--- src/rtl/tdc_readout_pkg.sv ---
// Shared types and frame constants for the TDC readout sequencer.
package tdc_readout_pkg;

    typedef enum logic [2:0] {
        IDLE,
        SELECT,
        SETTLE,
        SAMPLE,
        EMIT,
        DONE
    } state_t;

    localparam logic [1:0] CH_SENSOR = 2'd0;
    localparam logic [1:0] CH_TDC    = 2'd1;
    localparam logic [1:0] CH_RO     = 2'd2;
    localparam logic [1:0] CH_RO2    = 2'd3;

    localparam logic [7:0] FRAME_HDR = 8'hA5;
    localparam int         FRAME_LEN = 6;

endpackage

--- src/rtl/tdc_readout_sequencer_popcount8.sv ---
// Combinational 8-bit population count; tolerant of bubbles in the TDC code.
module popcount8 (
    input  logic [7:0] d_i,
    output logic [3:0] cnt_o
);

    always_comb begin
        cnt_o = 4'd0;
        for (int i = 0; i < 8; i++) begin
            cnt_o = cnt_o + 4'(d_i[i]);
        end
    end

endmodule

--- src/rtl/tdc_readout_sequencer.sv ---
// Steps the container's source select, samples the synchronised mux bus,
// accumulates the TDC popcount and streams a 6-byte checksummed frame.
module tdc_readout_sequencer
    import tdc_readout_pkg::*;
#(
    parameter int SETTLE_CYCLES = 4,
    parameter int ACC_LOG2      = 4,
    parameter int SYNC_STAGES   = 2
) (
    input  logic       clk,
    input  logic       rst_n,
    input  logic       start,
    output logic [1:0] sel_o,
    input  logic [7:0] mux_data_i,
    output logic [7:0] out_data,
    output logic       out_valid,
    input  logic       out_ready,
    output logic       busy,
    output logic       frame_done
);

    localparam logic [7:0] WAIT_LAST = 8'(SETTLE_CYCLES + SYNC_STAGES - 1);
    localparam logic [4:0] ACC_LAST  = 5'((1 << ACC_LOG2) - 1);

    logic [SYNC_STAGES-1:0][7:0] sync_q;
    logic [7:0] samp;
    logic [3:0] pop;

    state_t     state_q, state_d;
    logic [1:0] ch_q, ch_d;
    logic [1:0] sel_q, sel_d;
    logic [7:0] wait_q, wait_d;
    logic [4:0] acc_q, acc_d;
    logic [7:0] sum_q, sum_d;
    logic [7:0] slot0_q, slot0_d;
    logic [7:0] slot2_q, slot2_d;
    logic [7:0] slot3_q, slot3_d;
    logic [2:0] idx_q, idx_d;
    logic [7:0] chk_q, chk_d;
    logic [7:0] odata_q, odata_d;
    logic       ovalid_q, ovalid_d;
    logic [7:0] nxt_byte;
    logic       last_smp;

    // mux_data_i is asynchronous to clk; sample only the last flop
    always_ff @(posedge clk or negedge rst_n) begin
        if (!rst_n) begin
            sync_q <= '0;
        end else begin
            sync_q <= {sync_q[SYNC_STAGES-2:0], mux_data_i};
        end
    end

    assign samp = sync_q[SYNC_STAGES-1];

    popcount8 u_pop (
        .d_i   (samp),
        .cnt_o (pop)
    );

    always_ff @(posedge clk or negedge rst_n) begin
        if (!rst_n) begin
            state_q  <= IDLE;
            ch_q     <= CH_SENSOR;
            sel_q    <= CH_SENSOR;
            wait_q   <= '0;
            acc_q    <= '0;
            sum_q    <= '0;
            slot0_q  <= '0;
            slot2_q  <= '0;
            slot3_q  <= '0;
            idx_q    <= '0;
            chk_q    <= '0;
            odata_q  <= '0;
            ovalid_q <= 1'b0;
        end else begin
            state_q  <= state_d;
            ch_q     <= ch_d;
            sel_q    <= sel_d;
            wait_q   <= wait_d;
            acc_q    <= acc_d;
            sum_q    <= sum_d;
            slot0_q  <= slot0_d;
            slot2_q  <= slot2_d;
            slot3_q  <= slot3_d;
            idx_q    <= idx_d;
            chk_q    <= chk_d;
            odata_q  <= odata_d;
            ovalid_q <= ovalid_d;
        end
    end

    // Byte that follows the one currently presented; the last is the running XOR
    always_comb begin
        nxt_byte = chk_q;
        unique case (idx_q)
            3'd0:    nxt_byte = slot0_q;
            3'd1:    nxt_byte = sum_q;
            3'd2:    nxt_byte = slot2_q;
            3'd3:    nxt_byte = slot3_q;
            default: nxt_byte = chk_q;
        endcase
    end

    always_comb begin
        state_d  = state_q;
        ch_d     = ch_q;
        sel_d    = sel_q;
        wait_d   = wait_q;
        acc_d    = acc_q;
        sum_d    = sum_q;
        slot0_d  = slot0_q;
        slot2_d  = slot2_q;
        slot3_d  = slot3_q;
        idx_d    = idx_q;
        chk_d    = chk_q;
        odata_d  = odata_q;
        ovalid_d = ovalid_q;
        last_smp = 1'b1;

        unique case (state_q)
            IDLE: begin
                if (start) begin
                    ch_d    = CH_SENSOR;
                    sel_d   = CH_SENSOR;
                    wait_d  = '0;
                    sum_d   = '0;
                    chk_d   = '0;
                    idx_d   = '0;
                    state_d = SETTLE;
                end
            end
            SELECT: begin
                sel_d   = ch_q;
                wait_d  = '0;
                state_d = SETTLE;
            end
            SETTLE: begin
                if (wait_q == WAIT_LAST) begin
                    acc_d   = '0;
                    state_d = SAMPLE;
                end else begin
                    wait_d = wait_q + 8'd1;
                end
            end
            SAMPLE: begin
                if (ch_q == CH_TDC) begin
                    sum_d    = sum_q + 8'(pop);
                    acc_d    = acc_q + 5'd1;
                    last_smp = (acc_q == ACC_LAST);
                end else if (ch_q == CH_SENSOR) begin
                    slot0_d = samp;
                end else if (ch_q == CH_RO) begin
                    slot2_d = samp;
                end else begin
                    slot3_d = samp;
                end
                // Header goes out only once every slot is captured
                if (last_smp) begin
                    if (ch_q == CH_RO2) begin
                        odata_d  = FRAME_HDR;
                        ovalid_d = 1'b1;
                        idx_d    = '0;
                        chk_d    = FRAME_HDR;
                        state_d  = EMIT;
                    end else begin
                        ch_d    = ch_q + 2'd1;
                        state_d = SELECT;
                    end
                end
            end
            EMIT: begin
                if (ovalid_q && out_ready) begin
                    if (idx_q == 3'(FRAME_LEN - 1)) begin
                        ovalid_d = 1'b0;
                        odata_d  = '0;
                        state_d  = DONE;
                    end else begin
                        idx_d   = idx_q + 3'd1;
                        odata_d = nxt_byte;
                        chk_d   = chk_q ^ nxt_byte;
                    end
                end
            end
            DONE: begin
                sel_d   = CH_SENSOR;
                state_d = IDLE;
            end
            default: state_d = IDLE;
        endcase
    end

    assign sel_o      = sel_q;
    assign out_data   = odata_q;
    assign out_valid  = ovalid_q;
    assign busy       = (state_q != IDLE) && (state_q != DONE);
    assign frame_done = (state_q == DONE);

endmodule

--- config.mk ---
export PLATFORM = sky130hd
export DESIGN_NAME = tdc_readout_sequencer
export DESIGN_NICKNAME = d
export VERILOG_FILES = /design/src/rtl/tdc_readout_pkg.sv /design/src/rtl/tdc_readout_sequencer_popcount8.sv /design/src/rtl/tdc_readout_sequencer.sv
export SDC_FILE = /design/constraint.sdc
export NUM_CORES = 1
export LEC_CHECK = 0
export ABC_AREA = 1
export ABC_CLOCK_PERIOD_IN_PS = 5100
export CORE_MARGIN = 5
export CORE_UTILIZATION = 30
export CTS_BUF_LIST = sky130_fd_sc_hd__clkbuf_4 sky130_fd_sc_hd__clkbuf_8 sky130_fd_sc_hd__clkbuf_16
export DETAILED_ROUTE_END_ITERATION = 12
export GPL_TIMING_DRIVEN = 1
export PLACE_DENSITY = 0.49
export SLEW_MARGIN = 10
export SYNTH_ARGS = -nofsm -noshare
export SYNTH_HDL_FRONTEND = slang
export SYNTH_HIERARCHICAL = 1
export SYNTH_SLANG_ARGS = --single-unit
--- constraint.sdc ---
create_clock -name clk -period 5.1 [get_ports clk]
set_clock_uncertainty 0.1 [all_clocks]
set_input_delay 0.51 -clock clk [delete_from_list [all_inputs] [get_ports clk]]
set_output_delay 0.51 -clock clk [all_outputs]
set_load 0.05 [all_outputs]
# After elaboration in Yosys (flattened, before gate mapping)
# Cells that the tools add are included.
[word_totals]
ff_bits = 88
latchBits = 0
mem_bits_rw = 0
rom_bits = 0
inputBits = 12
output_inout_bits = 13
word_cells = 122
n_memories = 0
[op_classes]
add_sub_neg = 12
mul = 0
div = 0
n_lt_le_gt_ge = 0
eq_ne = 25
shift = 0
n_mux = 42
n_bitwise = 4
n_reduce_logical = 24
[ops]
columns = ["cell", "count"]
rows = [
  ["$mux 8", 9],
  ["$pmux 8 s3", 2],
  ["$mux 3", 11],
  ["$pmux 8 s2", 2],
  ["$pmux 8 s4", 1],
  ["$add 4x1->4", 6],
  ["$ne 2x2->1 const B", 10],
  ["$reduce_and 4->1", 4],
  ["$pmux 3 s5", 1],
  ["$eq 3x2->1 const B", 4],
  ["$reduce_and 3->1", 4],
  ["$reduce_bool 3->1", 4],
  ["$mux 5", 2],
  ["$pmux 5 s2", 1],
  ["$reduce_and 5->1", 2],
  ["$eq 3x3->1 const B", 3],
  ["$pmux 3 s3", 1],
  ["$add 8x1->8 const B", 1],
  ["$add 8x4->8", 1],
  ["$eq 8x3->1 const B", 1],
  ["$xor 8x8->8", 1],
  ["$eq 3x1->1 const B", 2],
  ["$logic_not 3->1", 2],
  ["$mux 1", 6],
  ["18 further kinds", 26],
]

# Depth between registers and ports, before layout
# Gate-level depths: netlist of the first run.
[depth]
ltp_word = 10
ltp_mapped = 20
mapped_depth_nobuf = 20

# Hierarchy
# The synthesis of the first run kept the hierarchy.
[by_module_without_submodules]
columns = ["mod", "n_inst", "cells_per_inst", "area_each_um2", "seq_area_each_um2"]
rows = [
  ["tdc_readout_sequencer", 1, 539, 4386.7, 2202.1],
  ["popcount8", 1, 29, 201.4, 0.0],
]

# Worst setup path after synthesis of the first run
# Ideal clock, no wire load.
[synth_path]
path_kind = "register -> register"
from = "register sync_q, in the netlist samp[0]"
to = "register sum_q[2]"
setup_time_ns = 0.121
t_arrival_ns = 3.403
t_required_ns = 4.879
path_slack_ns = 1.477
stages_incl_launch_ff = 14
n_path_buf = 0
period_less_slack_ns = 3.623
cell_sequence = "dfrtp_1 -> inv_1 -> fa_1 -> fa_1 -> fa_1 -> inv_1 -> ha_1 -> inv_1 -> fa_1 -> inv_1 -> fa_1 -> or2_2 -> nand3_1 -> o21ai_1"
[synth_between]
elab_chain_cells = 10
[synth_rtl]
columns = ["element", "line", "rtl"]
rows = [
  ["start: declaration", "tdc_readout_sequencer.sv:25", "logic [SYNC_STAGES-1:0][7:0] sync_q;"],
  ["start signal: assignment", "tdc_readout_sequencer.sv:50", "sync_q <= {sync_q[SYNC_STAGES-2:0], mux_data_i};"],
  ["$add 1x1->2", "tdc_readout_sequencer_popcount8.sv:10", "cnt_o = cnt_o + 4'(d_i[i]);"],
  ["$add 4x1->4 (6 in series)", "tdc_readout_sequencer_popcount8.sv:10", ""],
  ["named net pop[1]", "tdc_readout_sequencer.sv:27", "logic [3:0] pop;"],
  ["$add 8x4->8", "tdc_readout_sequencer.sv:148", "sum_d = sum_q + 8'(pop);"],
  ["$mux 8", "tdc_readout_sequencer.sv:147", "if (ch_q == CH_TDC) begin"],
  ["$pmux 8 s2", "tdc_readout_sequencer.sv:121", "unique case (state_q)"],
  ["end signal: assignment", "tdc_readout_sequencer.sv:82", "sum_q <= sum_d;"],
  ["end: declaration", "tdc_readout_sequencer.sv:34", "logic [7:0] sum_q, sum_d;"],
]
# The timed path passes the listed nets, and every way through them passes these cells. The select of a mux whose other input is x is not followed.
# A chain may end at the register's enable or synchronous reset.

# Worst setup path after layout of the first run
[layout_path]
from = "register sync_q, in the netlist samp[0]"
to = "register sum_q[5]"
# The elaborated chain is that of the path after synthesis.

==> flow_summary.yaml, run 1 <==
setup_path:
  critical_path_class: "flip-flop to flip-flop"
  critPathLaunchType: "flip-flop"
  crit_arrival_ps: 3910
  cp_common_cell: "nand2_1"
  crit_fanout: 7
  end_kind: "flip-flop"
  worstPathRequired_ps: 5230
  critPathSlowestCell: "fa_1"
  crit_chain: "inv_1 > fa_1 > fa_1 > fa_1 > inv_1 > ha_1 > inv_1 > fa_1 > nand2_1 > nand2_1 > ha_1 > nand2_1 > inv_1 > o21ai_0 > nand3_1 > nand2_1 > nand2_1 > nand2_1 > nor2_1"
  max_stage_delay_ps: 550
place:
  io_buffers: 24
  place.gp.congestion: 0.783
  dp_hpwl_microns: 7460
  dp_cells: 767
  dpl_cell_area_sq_um: 5000
  post-place-ws_ps: 1320
timing:
  clock.fmax_mhz: 264
  fin_ws_ps: 1320
  final.min_clock_period_ps: 3780
  hold_viol: 0
  setup_tns_ps: 0
  finalCritPeriodShare_pct: 74.2
  slew_viol_final: 0
  finalSetupViolCount: 0
  rsz0062_at_grt: "no"
  hold_ws_ps: 9.24
  tightest_slew_ps: 917
  relSlewSlack_pct: 38.8
floorplan:
  ios: 25
  core_area_sq_um: 15100
  die_h_microns: 134
  die_w_microns: 134
  initial_utilization_pct: 30.4
  std_cell_rows: 45
  dieArea_sq_um: 17900
clock_tree:
  cts_buffers: 9
  cts_buffer_depth: 2
  clock_sinks: 88
  cts_tree: "done"
  hold_buffers: 0
  post_cts_resized: 0
  clk_pin_slew_ps: 60
  clk_latency_ps: 340
  htree_num_levels: 3
  cts-root-buf: "clkbuf_16"
  post-cts-setup-buffers: 0
job:
  cap_violations: 0
routing:
  dr.first_iter.drc_count: 225
  wl_per_cell_microns: 13.1
  wirelength_microns: 10300
  routed_via_density: 4.65
  first_pass_iters: 4
  vias: 3634
  antenna_left: 0
  drcViolationCount: 0
power_and_ir_drop:
  total_power_mw: 2.71
  peakVddDrop_mv: 0.184
  powerDensity_nw_per_um2: 514
  p_leak_nw: 2.67
global_routing:
  grt_start_max_net_pins: 57
  grt_overflow: 0
  grt_use_met1_pct: 17.2
  grt_pass1_wl_microns: 17800
  top_usage_layer: "met2"
  grt.total_usage_pct: 12.4
  use_met2_pct: 19.0
  grt_pass1_vias: 3518
  use_met3_pct: 2.42
  antenna_found_initial: 0
logic_synthesis:
  synthDistinctLibCells: 30
  syn_area_sq_um: 4590
  syn_nets: 606
  yosysWarnings: 6
  syn-instance-count: 568
  syn-mean-instance-area_sq_um: 8.08
  synth_seq_cells: 88
  ys_seq_area_share_pct: 48.0
cells_and_area:
  syn_to_final_growth_pct: 15.1
  drive_above_1_share_pct: 4.55
  final_area_sq_um: 5280
  diodes: 0
  finalNonFillerCells: 782
  layout_commonest_cell: "nand2_1"
  final_cell_mix: "nand2_1, dfrtp_1, inv_1"
  final_nets: 628
  finalCoreUtilization_pct: 35.0
worst_hold_path:
  min_path_type: "input port to asynchronous set/reset pin"
outcome:
  outcome: "finished, final reports clean"
## kinds of logic after synthesis
group                    count (synthesis)  share of synthesized area, %
AO/OA/AOI/OAI                           80                          9.41
XOR/XNOR                                 5                         0.954
flip-flops                              88                          48.0
adder cells (fa/ha/maj)                 26                          7.91
AND/OR/NAND/NOR                        284                          26.3
buffers and inverters                   84                          7.17
multiplexers                             1                         0.218
## registers in the layout, indices dropped and copies added, names as in the netlist, 2 cells and up
signal    cells
ch_q          2
samp          8
sync_q        8
chk_q         8
out_data      8
state_q       3
acc_q         5
slot3_q       8
slot2_q       8
wait_q        8
idx_q         3
slot0_q       8
sel_o         2
sum_q         8
## final cells by class
cell class | instances | area [sq um]
multi-input combinational | 396 | 2060
tap | 188 | 235
inverter | 70 | 263
fill | 1558 | 9810
sequential | 88 | 2200
clock buffer | 11 | 246
timing repair buffer | 25 | 245
clock inverter | 4 | 30.0
## cell usage after synthesis (all sizes together)
master | n | area (sq um)
nand2 | 154 | 578
dfrtp | 88 | 2200
inv | 70 | 263
nand3 | 60 | 300
nor2 | 52 | 213
o21ai | 49 | 245
a21oi | 23 | 130
ha | 21 | 263
buf | 10 | 51.3
nand4 | 10 | 62.6
fa | 5 | 100
xor2 | 5 | 43.8
clkbuf | 4 | 15.0
nand3b | 3 | 22.5
nor3 | 3 | 20.0
o211ai | 3 | 22.5
o22ai | 3 | 18.8
or2 | 2 | 12.5
a22oi | 1 | 7.51
mux2i | 1 | 10.0
o31ai | 1 | 7.51
## power by group
| group | leakage, nW | internal (mW) | switching (mW) |
|---|---|---|---|
| Combinational | 1.41 | 0.351 | 0.716 |
| Sequential | 1.13 | 0.891 | 0.133 |
| Clock | 0.135 | 0.348 | 0.273 |
## critical path: cells and delay by family (launching register included)
kind	cells	cell delay (ps)
buffers and inverters	4	220
adder cells (fa/ha/maj)	6	2320
flip-flops	1	350
AO/OA/AOI/OAI	1	130
AND/OR/NAND/NOR	8	550
## per-layer routing
metal | vias to the layer above | share of wire, % | routed length (microns)
met5 | - | 0 | 0
met4 | 0 | 1.5 | 155
met3 | 12 | 3.0 | 312
met2 | 49 | 44 | 4540
met1 | 1696 | 51 | 5250
li1 | 1877 | - | -
## path summary, 6_finish.rpt
path	start	to	slack, ps	cells after the start
max in group asynchronous	rst_n	samp[2]	3830	2
setup reg to reg	samp[0]	sum_q[5]	1320	19
min in group clk	sync_q[1]	samp[1]	250	0
hold reg to reg	sync_q[1]	samp[1]	250	0
hold / removal	rst_n	wait_q[6]	9	1
setup / recovery	samp[0]	sum_q[5]	1320	19
No activity file was read; power rests on OpenSTA's default activity.
==> run 2, diff against run 1 <==
--- a/config.mk
+++ b/config.mk
@@ -6,7 +6,7 @@
 export NUM_CORES = 1
 export LEC_CHECK = 0
 export ABC_AREA = 1
-export ABC_CLOCK_PERIOD_IN_PS = 5100
+export ABC_CLOCK_PERIOD_IN_PS = 3780
 export CORE_MARGIN = 5
 export CORE_UTILIZATION = 30
 export CTS_BUF_LIST = sky130_fd_sc_hd__clkbuf_4 sky130_fd_sc_hd__clkbuf_8 sky130_fd_sc_hd__clkbuf_16
==> constraint.sdc (replaced) <==
create_clock -name clk -period 3.78 [get_ports clk]
set_clock_uncertainty 0.1 [all_clocks]
set_input_delay 0.378 -clock clk [delete_from_list [all_inputs] [get_ports clk]]
set_output_delay 0.378 -clock clk [all_outputs]
set_load 0.05 [all_outputs]
==> flow_summary.yaml, run 2 (same netlist as run 1, synthesis figures left out) <==
timing:
  slew_viol_final: 0
  finalCritPeriodShare_pct: 98.9
  clock.fmax_mhz: 267
  relSlewSlack_pct: 49.5
  setup_tns_ps: 0
  tightest_slew_ps: 758
  final.min_clock_period_ps: 3740
  hold_viol: 4
  rsz0062_at_grt: "yes"
  hold_ws_ps: -16.5
  finalSetupViolCount: 0
clock_tree:
  cts_buffers: 9
  clk_latency_ps: 350
  htree_num_levels: 3
  cts_tree: "done"
  cts-root-buf: "clkbuf_16"
  clk_pin_slew_ps: 70
  cts_buffer_depth: 2
  hold_buffers: 0
  clock_sinks: 88
worst_hold_path:
  min_path_type: "input port to asynchronous set/reset pin"
setup_path:
  end_kind: "flip-flop"
  cp_common_cell: "fa_1"
  critical_path_class: "flip-flop to flip-flop"
  cp.buffers_inverters: 5
  crit_fanout: 4
  max_stage_delay_ps: 560
  worstPathRequired_ps: 3950
  crit_family: "adder cells"
  critPathSlowestCell: "fa_1"
  crit_arrival_ps: 3910
  crit_chain: "inv_2 > fa_1 > fa_1 > fa_1 > inv_1 > ha_2 > inv_2 > fa_2 > inv_4 > fa_2 > buf_4 > nand2_1 > nand3_1 > o21ai_1"
  critPathLaunchType: "flip-flop"
place:
  dpl_cell_area_sq_um: 5020
  dp_hpwl_microns: 7590
  place.gp.congestion: 0.775
  io_buffers: 24
floorplan:
  dieArea_sq_um: 17900
  die_h_microns: 134
  initial_utilization_pct: 30.4
  die_w_microns: 134
  ios: 25
  std_cell_rows: 45
  core_area_sq_um: 15100
power_and_ir_drop:
  clock_power_share_pct: 22.9
  pwr-share-comb_pct: 40.6
  p_leak_nw: 2.69
  seq_power_share_pct: 36.5
  netSwitchingFraction_pct: 41.8
  p_sw_mw: 1.59
  p_int_mw: 2.22
  peakVddDrop_mv: 0.249
  powerDensity_nw_per_um2: 707
global_routing:
  grt_pass1_wl_microns: 18400
  antenna_found_initial: 0
  grt.total_usage_pct: 12.9
  grt_pass1_vias: 3684
  grt_overflow: 0
  grt_start_max_net_pins: 58
cells_and_area:
  syn_to_final_growth_pct: 17.3
  final_nets: 634
  final_area_sq_um: 5380
  diodes: 0
  final_cell_mix: "nand2_1, dfrtp_1, inv_1"
  drive_above_1_share_pct: 7.65
  nFillCells: 1595
  multi_input_area_sq_um: 2100
  seq_area_sq_um: 2200
  layout_commonest_cell: "nand2_1"
outcome:
  violations: "negative hold slack"
  outcome: "complete, but fails checks"
routing:
  drcViolationCount: 0
  wl_per_cell_microns: 13.5
  dr.first_iter.drc_count: 246
  antenna_left: 0
  wirelength_microns: 10600
  routed_via_density: 4.69
  vias: 3700
  first_pass_iters: 5
job:
  cap_violations: 0
[run 2: cell count changes in the layout (fill, tap and decap cells not counted), moves of 3 or more]
cell,delta
buf_4,+6
inv_1,-4
ha_1,-3
inv_2,+3
[run 2: worst reg2reg max path: cells and delay by family (launching register included)]
kind	cells	cell delay, ps
AO/OA/AOI/OAI	1	150
adder cells (fa/ha/maj)	6	2580
buffers and inverters	5	360
flip-flops	1	360
AND/OR/NAND/NOR	2	130
[run 2: area by class of cell]
cell class | instances | area share, %
tap | 188 | 4.37
inverter | 70 | 4.93
clock inverter | 5 | 0.721
timing repair buffer | 31 | 5.39
clock buffer | 11 | 4.58
multi-input combinational | 396 | 39.1
sequential | 88 | 40.9
[run 2: worst paths after layout]
kind / endpoint / slack, ps / cells after the start / start
worst max-delay path: sum_q[2] / 40 / 14 / samp[0]
worst max register to register: sum_q[2] / 40 / 14 / samp[0]
min in group clk: samp[1] / 250 / 0 / sync_q[1]
worst min register to register: samp[1] / 250 / 0 / sync_q[1]
worst min-delay path: wait_q[6] / -20 / 1 / rst_n
max in group asynchronous: samp[6] / 2840 / 2 / rst_n
[run 2: through the flow]
stage | util (%) | cells | setup WS [ps] | total power [mW]
after floorplan | - | 568 | 157 | 2.43
after CTS | 35.3 | 786 | 35.3 | 3.78
final | 35.7 | 789 | 41.5 | 3.81
after global placement | 33.3 | 770 | 60.2 | 2.83
after global routing | 35.7 | 789 | -85.7 | 4.14
after detailed placement | 33.3 | 770 | 4.44 | 2.87
[run 2: routing by layer]
layer	wire, microns	vias to the layer above	GRT usage [%]
met1	5240	1736	17.3
met3	458	9	3.47
met4	122	0	3.94
met5	0	-	0
met2	4830	64	20.3
li1	-	1891	-
[run 2: what timing repair did]
item                                    4_1_cts  5_1_grt
setup buffers                                 0        3
pin swaps                                     0        6
resized for setup                             2       13
endpoints found under the setup margin        2        6
[run 2: power by group through the flow]
| stage | Clock, mW | Sequential, mW | Combinational [mW] |
|---|---|---|---|
| 3_5_place_dp | 0 | 1.40 | 1.46 |
| 5_1_grt | 0.956 | 1.43 | 1.76 |
| 2_1_floorplan | 0 | 1.50 | 0.932 |
| 3_3_place_gp | 0 | 1.39 | 1.44 |
| 6_report | 0.873 | 1.39 | 1.54 |
| 4_1_cts | 0.905 | 1.39 | 1.49 |
